--- config.mk ---
export PLATFORM = sky130hd
export DESIGN_NAME = regfile_wb_arbiter
export DESIGN_NICKNAME = d
export VERILOG_FILES = /design/src/rtl/wbarb_pkg.sv /design/src/rtl/regfile_wb_arbiter_rr_arbiter.sv /design/src/rtl/regfile_wb_arbiter.sv
export SDC_FILE = /design/constraint.sdc
export NUM_CORES = 1
export LEC_CHECK = 0
export BUFFER_PORTS_ARGS = -buffer_cell sky130_fd_sc_hd__buf_2
export CORE_UTILIZATION = 50
export CTS_CLUSTER_SIZE = 10
export DETAILED_ROUTE_END_ITERATION = 7
export HOLD_SLACK_MARGIN = 0.02
export PLACE_DENSITY = 0.89
export SLEW_MARGIN = 10
export SYNTH_ARGS = -nofsm -noshare
export SYNTH_HDL_FRONTEND = slang
export SYNTH_HIERARCHICAL = 1
export SYNTH_SLANG_ARGS = --single-unit
--- constraint.sdc ---
create_clock -name clk -period 2 [get_ports clk]
set_input_delay 0 -clock clk [delete_from_list [all_inputs] [get_ports clk]]
set_output_delay 0 -clock clk [all_outputs]
set_load 0.01 [all_outputs]
--- src/rtl/wbarb_pkg.sv ---
// Shared constants and index helpers for the register-file writeback arbiter.
package wbarb_pkg;

    localparam int AW       = 5;
    localparam int DW       = 32;
    localparam int NREGS    = 2 ** AW;
    localparam int NREQ_DEF = 3;
    localparam int MAXREQ   = 8;
    localparam int IDX_W    = 3;

    // Wrap a requester index that may have run one lap past n back into 0..n-1.
    function automatic int wrap_idx(input int v, input int n);
        return (v >= n) ? v - n : v;
    endfunction

endpackage

--- src/rtl/regfile_wb_arbiter_rr_arbiter.sv ---
// Writeback request arbiter: one-hot grant plus index. Round-robin from an internal
// pointer when WBARB_RR_EN is defined, otherwise fixed priority (lowest index wins).
module rr_arbiter
    import wbarb_pkg::*;
#(
    parameter int NREQ = NREQ_DEF
) (
`ifdef WBARB_RR_EN
    input  logic             clk,
    input  logic             reset,
`endif
    input  logic [NREQ-1:0]  req,
    output logic [NREQ-1:0]  gnt,
    output logic [IDX_W-1:0] gnt_idx,
    output logic             gnt_any
);

    int cand;

`ifdef WBARB_RR_EN
    logic [IDX_W-1:0] rr_ptr_q;
    logic [IDX_W-1:0] rr_ptr_d;

    always_comb begin
        rr_ptr_d = rr_ptr_q;
        if (gnt_any) begin
            rr_ptr_d = IDX_W'(wrap_idx(int'(gnt_idx) + 1, NREQ));
        end
    end

    always_ff @(posedge clk) begin
        if (reset) begin
            rr_ptr_q <= '0;
        end else begin
            rr_ptr_q <= rr_ptr_d;
        end
    end
`endif

    // Scan candidates in priority order; first requester found wins.
    always_comb begin
        gnt     = '0;
        gnt_idx = '0;
        gnt_any = 1'b0;
        cand    = 0;
        for (int k = 0; k < NREQ; k++) begin
`ifdef WBARB_RR_EN
            cand = wrap_idx(int'(rr_ptr_q) + k, NREQ);
`else
            cand = k;
`endif
            if (!gnt_any && req[cand]) begin
                gnt[cand] = 1'b1;
                gnt_idx   = IDX_W'(cand);
                gnt_any   = 1'b1;
            end
        end
    end

endmodule

--- src/rtl/regfile_wb_arbiter.sv ---
// Shares the register-file write port among NREQ writeback sources and tracks pending
// writes for RAW/WAW stalls. Build option WBARB_RR_EN selects round-robin arbitration.
module regfile_wb_arbiter #(
    parameter int NREQ = wbarb_pkg::NREQ_DEF,
    parameter int DW   = wbarb_pkg::DW,
    parameter int AW   = wbarb_pkg::AW
) (
    input  logic               clk,
    input  logic               reset,
    input  logic [NREQ-1:0]    req_valid,
    input  logic [NREQ*AW-1:0] req_wn,
    input  logic [NREQ*DW-1:0] req_wd,
    output logic [NREQ-1:0]    req_ready,
    input  logic               iss_valid,
    input  logic [AW-1:0]      iss_wn,
    output logic               iss_ready,
    input  logic [AW-1:0]      RN1,
    input  logic [AW-1:0]      RN2,
    output logic               busy1,
    output logic               busy2,
    output logic               RegWrite,
    output logic [AW-1:0]      WN,
    output logic [DW-1:0]      WD
);

    import wbarb_pkg::*;

    localparam int NR = 1 << AW;

    logic [NREQ-1:0]  gnt;
    logic [IDX_W-1:0] gnt_idx;
    logic             gnt_any;
    logic             grant_fire;
    logic             issue_fire;
    logic [AW-1:0]    sel_wn;
    logic [DW-1:0]    sel_wd;

    logic [NR-1:0]    pending_q, pending_d;
    logic             regwrite_q, regwrite_d;
    logic [AW-1:0]    wn_q, wn_d;
    logic [DW-1:0]    wd_q, wd_d;

    rr_arbiter #(.NREQ(NREQ)) u_arb (
`ifdef WBARB_RR_EN
        .clk     (clk),
        .reset   (reset),
`endif
        .req     (req_valid),
        .gnt     (gnt),
        .gnt_idx (gnt_idx),
        .gnt_any (gnt_any)
    );

    // Handshakes are held off while reset is asserted so nothing is accepted and lost.
    assign req_ready  = reset ? '0 : gnt;
    assign grant_fire = gnt_any && !reset;
    assign iss_ready  = !reset && !pending_q[iss_wn];
    assign issue_fire = iss_valid && iss_ready && (iss_wn != '0);
    assign busy1      = pending_q[RN1];
    assign busy2      = pending_q[RN2];

    assign sel_wn = req_wn[int'(gnt_idx)*AW +: AW];
    assign sel_wd = req_wd[int'(gnt_idx)*DW +: DW];

    always_comb begin
        regwrite_d = grant_fire && (sel_wn != '0);
        wn_d       = wn_q;
        wd_d       = wd_q;
        pending_d  = pending_q;
        if (grant_fire) begin
            wn_d              = sel_wn;
            wd_d              = sel_wd;
            pending_d[sel_wn] = 1'b0;
        end
        if (issue_fire) begin
            pending_d[iss_wn] = 1'b1;
        end
        pending_d[0] = 1'b0;
    end

    always_ff @(posedge clk) begin
        if (reset) begin
            regwrite_q <= 1'b0;
            wn_q       <= '0;
            wd_q       <= '0;
            pending_q  <= '0;
        end else begin
            regwrite_q <= regwrite_d;
            wn_q       <= wn_d;
            wd_q       <= wd_d;
            pending_q  <= pending_d;
        end
    end

    assign RegWrite = regwrite_q;
    assign WN       = wn_q;
    assign WD       = wd_q;

endmodule

==> impl_metrics.tcl <==
set metrics [dict create \
    met1_usage_pct 39.1 \
    final.setup.worst_slack_ps 17.0 \
    syn_area_sq_mm 0.00450 \
    hold_ws_ps 30.5 \
    start_kind "flip-flop" \
    ys_top_cells_by_area "dfxtp_1, mux2i_1, mux4_2" \
    root_buffer "clkbuf_8" \
    fin_skew_ps 11.4 \
    peakVddDrop_mv 0.429 \
    ys_ff_latch 69 \
    core_area_sq_mm 0.00872 \
    clkTransAtPathRegs_ps 80 \
    synth_cells 518 \
    die_height_um 96.8 \
    register_area_sq_mm 0.00139 \
    yosysWarnings 6 \
    gr-max-usage-layer "met2" \
    crit_arrival_ps 1980 \
    critPathSlowestCell "mux4_2" \
    ys.flop_type "dfxtp_1" \
    postSynthAreaPerCell_sq_um 8.68 \
    cap_violations 0 \
    first_pass_iters 7 \
    cts_made_buffers 9 \
    synth_edf_count 0 \
    synthDistinctLibCells 58 \
    r2r_start "pending_q[8]" \
    first_global_vias 5196 \
    hold_viol 0 \
    critPathKind "reg -> out" \
    cts_tree "yes" \
    rsz0062_at_grt "true" \
    overflow 0 \
    drive_above_1_share_pct 36.6 \
    dpl_worst_slack_ps 31.8 \
    path_max_fanout 4 \
    crit_top_cell "mux4_2" \
    numPortBuffers 175 \
    min_path_type "in -> reg" \
    grt_pass1_wl_um 25400 \
    setup.worst_path.start "pending_q[31]" \
    die_w_um 96.8 \
    wl_um 15900 \
    first_iter_violations 579 \
    fillerInstances 635 \
    place.gp.congestion 0.999 \
    pwr-share-clk_pct 36.2 \
    fin_crit_sh_pct 99.2 \
    ioPinCount 176 \
    ys_seq_area_share_pct 30.7 \
    diodes 0 \
    p_per_area_mw_per_mm2 602 \
    fmax_mhz 504 \
    initial_core_util_pct 51.6 \
    routed_via_density 6.51 \
    syn2layout_area_growth_pct 30.0 \
    max_stage_delay_ps 490 \
    switching_power_w 0.00102 \
    cts_max_level 3 \
    p_int_w 0.00250 \
    hpwlAfterDp_um 11300 \
    async_flop_share_pct 0 \
    ant_nets 0 \
    cp_cell_sequence "mux4_2 -> mux4_2 -> a21boi_2 -> buf_2" \
    netlist.area_leader.share_pct 30.7 \
    slew_headroom_pct 62.6 \
    layout.nets 826 \
    leakagePower_nw 2.45 \
    cp_data_required_time_ps 2000 \
    dp_cells 768 \
    critPathCaptureType "output pin" \
    synth_top_cell_by_area "dfxtp_1" \
    slew_viol_final 0 \
    vias 5256 \
    wl_per_cell_um 19.7 \
    ys_top_cells_by_count "dfxtp_1, nand2_1, nor2_1, mux2i_1, o21ai_0" \
    p_comb_share_pct 22.4 \
    run_status "completed" \
    clkSinkCount 69 \
    post-synth-top-count-cell "dfxtp_1" \
    rows 34 \
    grt_max_degree 39 \
    track_usage_pct 33.4 \
    synth_fp_nets 650 \
    die_area_sq_mm 0.00938 \
    drc 0 \
    power_frac_seq_pct 41.4 \
    clkLatencyLatePin_ps 350 \
    setup_violations 0 \
    p_sw_share_pct 28.9 \
    antenna_found_initial 0 \
    finalNonFillerCells 807 \
    worst_pin_slew_ps 560 \
    finalCriticalPeriod_ps 1980 \
    cts_buffer_depth 2 \
    use_met2_pct 55.1 \
    use_met3_pct 8.16 \
    hold_start "req_wd[39]" \
    multi_input_area_sq_mm 0.00284 \
]
## state kept, by name, summed over array words and instances (netlist names)
| name | flops |
|---|---|
| WD | 32 |
| pending_q | 31 |
| WN | 5 |
| RegWrite | 1 |
## routing by layer
layer | up-vias | wire length (um)
met5 | - | 0
met4 | 0 | 888
met3 | 99 | 1730
met2 | 442 | 7580
met1 | 2417 | 5690
li1 | 2298 | -
## area by class of cell
cell class,instances,share of cell area [%]
multi-input combinational,393,48.6
tap,108,2.31
clock inverter,6,1.48
inverter,10,0.642
timing repair buffer,211,20.8
sequential,69,23.8
clock buffer,10,2.35
## power groups by stage
stage / Combinational, W / Sequential, W / Clock, W
3_3_place_gp: 0.000697 / 0.00148 / 0
6_report: 0.000787 / 0.00146 / 0.00127
5_1_grt: 0.000844 / 0.00146 / 0.00135
4_1_cts: 0.000759 / 0.00145 / 0.00128
2_1_floorplan: 0.000427 / 0.00150 / 0
3_5_place_dp: 0.000724 / 0.00148 / 0
## worst max-delay path: cells and delay by family, from the launching register on
family | cells | cell delay [ps]
compound gates | 1 | 150
buf+inv | 1 | 140
flops | 1 | 360
mux | 2 | 980
## path summary, 6_finish.rpt
kind | end | slack (ps) | cells past startpoint
max | iss_ready | 20 | 4
min | WD[7] | 30 | 5
max reg2reg | pending_q[11] | 340 | 4
min reg2reg | WN[3] | 460 | 2
## logic make-up (layout without fill, tap and decap cells)
family,Yosys count,count (layout),synth area share (%)
AOI/OAI and AO/OA,154,154,24.3
other,1,1,0.0834
muxes,69,69,20.7
DFF,69,69,30.7
buffers and inverters,56,237,5.93
and+or+nand+nor,169,169,18.3
## stage by stage
step | area, sq um | total power [W] | TNS [ps] | util (%)
global placement | 5400 | 0.00218 | 0 | 61.9
finish | 5840 | 0.00352 | 0 | 67.0
global route | 5840 | 0.00366 | -26.1 | 67.0
floorplan | 4500 | 0.00192 | 0 | -
CTS | 5830 | 0.00350 | 0 | 66.8
detailed placement | 5400 | 0.00221 | 0 | 61.9
## layout by cell type, fill, tap and decap left out, types with 7 or more instances in the layout
cell	synthesis	layout
dfxtp_1	69	60
o21ai_1	11	12
nor2_1	51	50
nand2_1	54	54
buf_2	9	175
buf_4	6	13
clkbuf_8	0	10
mux4_2	12	17
a22oi_1	35	35
dlygate4sd3_1	0	22
a21oi_1	11	11
mux2i_1	47	47
inv_1	10	10
nand3_1	17	17
a31oi_1	7	7
a41oi_1	7	7
dfxtp_2	0	9
o21ai_0	45	44
## repair_timing
item | in CTS | in global routing
endpoints found under the setup margin | 1 | 2
pin swaps | 0 | 1
setup buffers | 0 | 1
endpoints found under the hold margin | 22 | 0
gates resized for setup | 5 | 11
hold buffers | 22 | 0
Note: power is estimated with default switching activity, not from simulation.
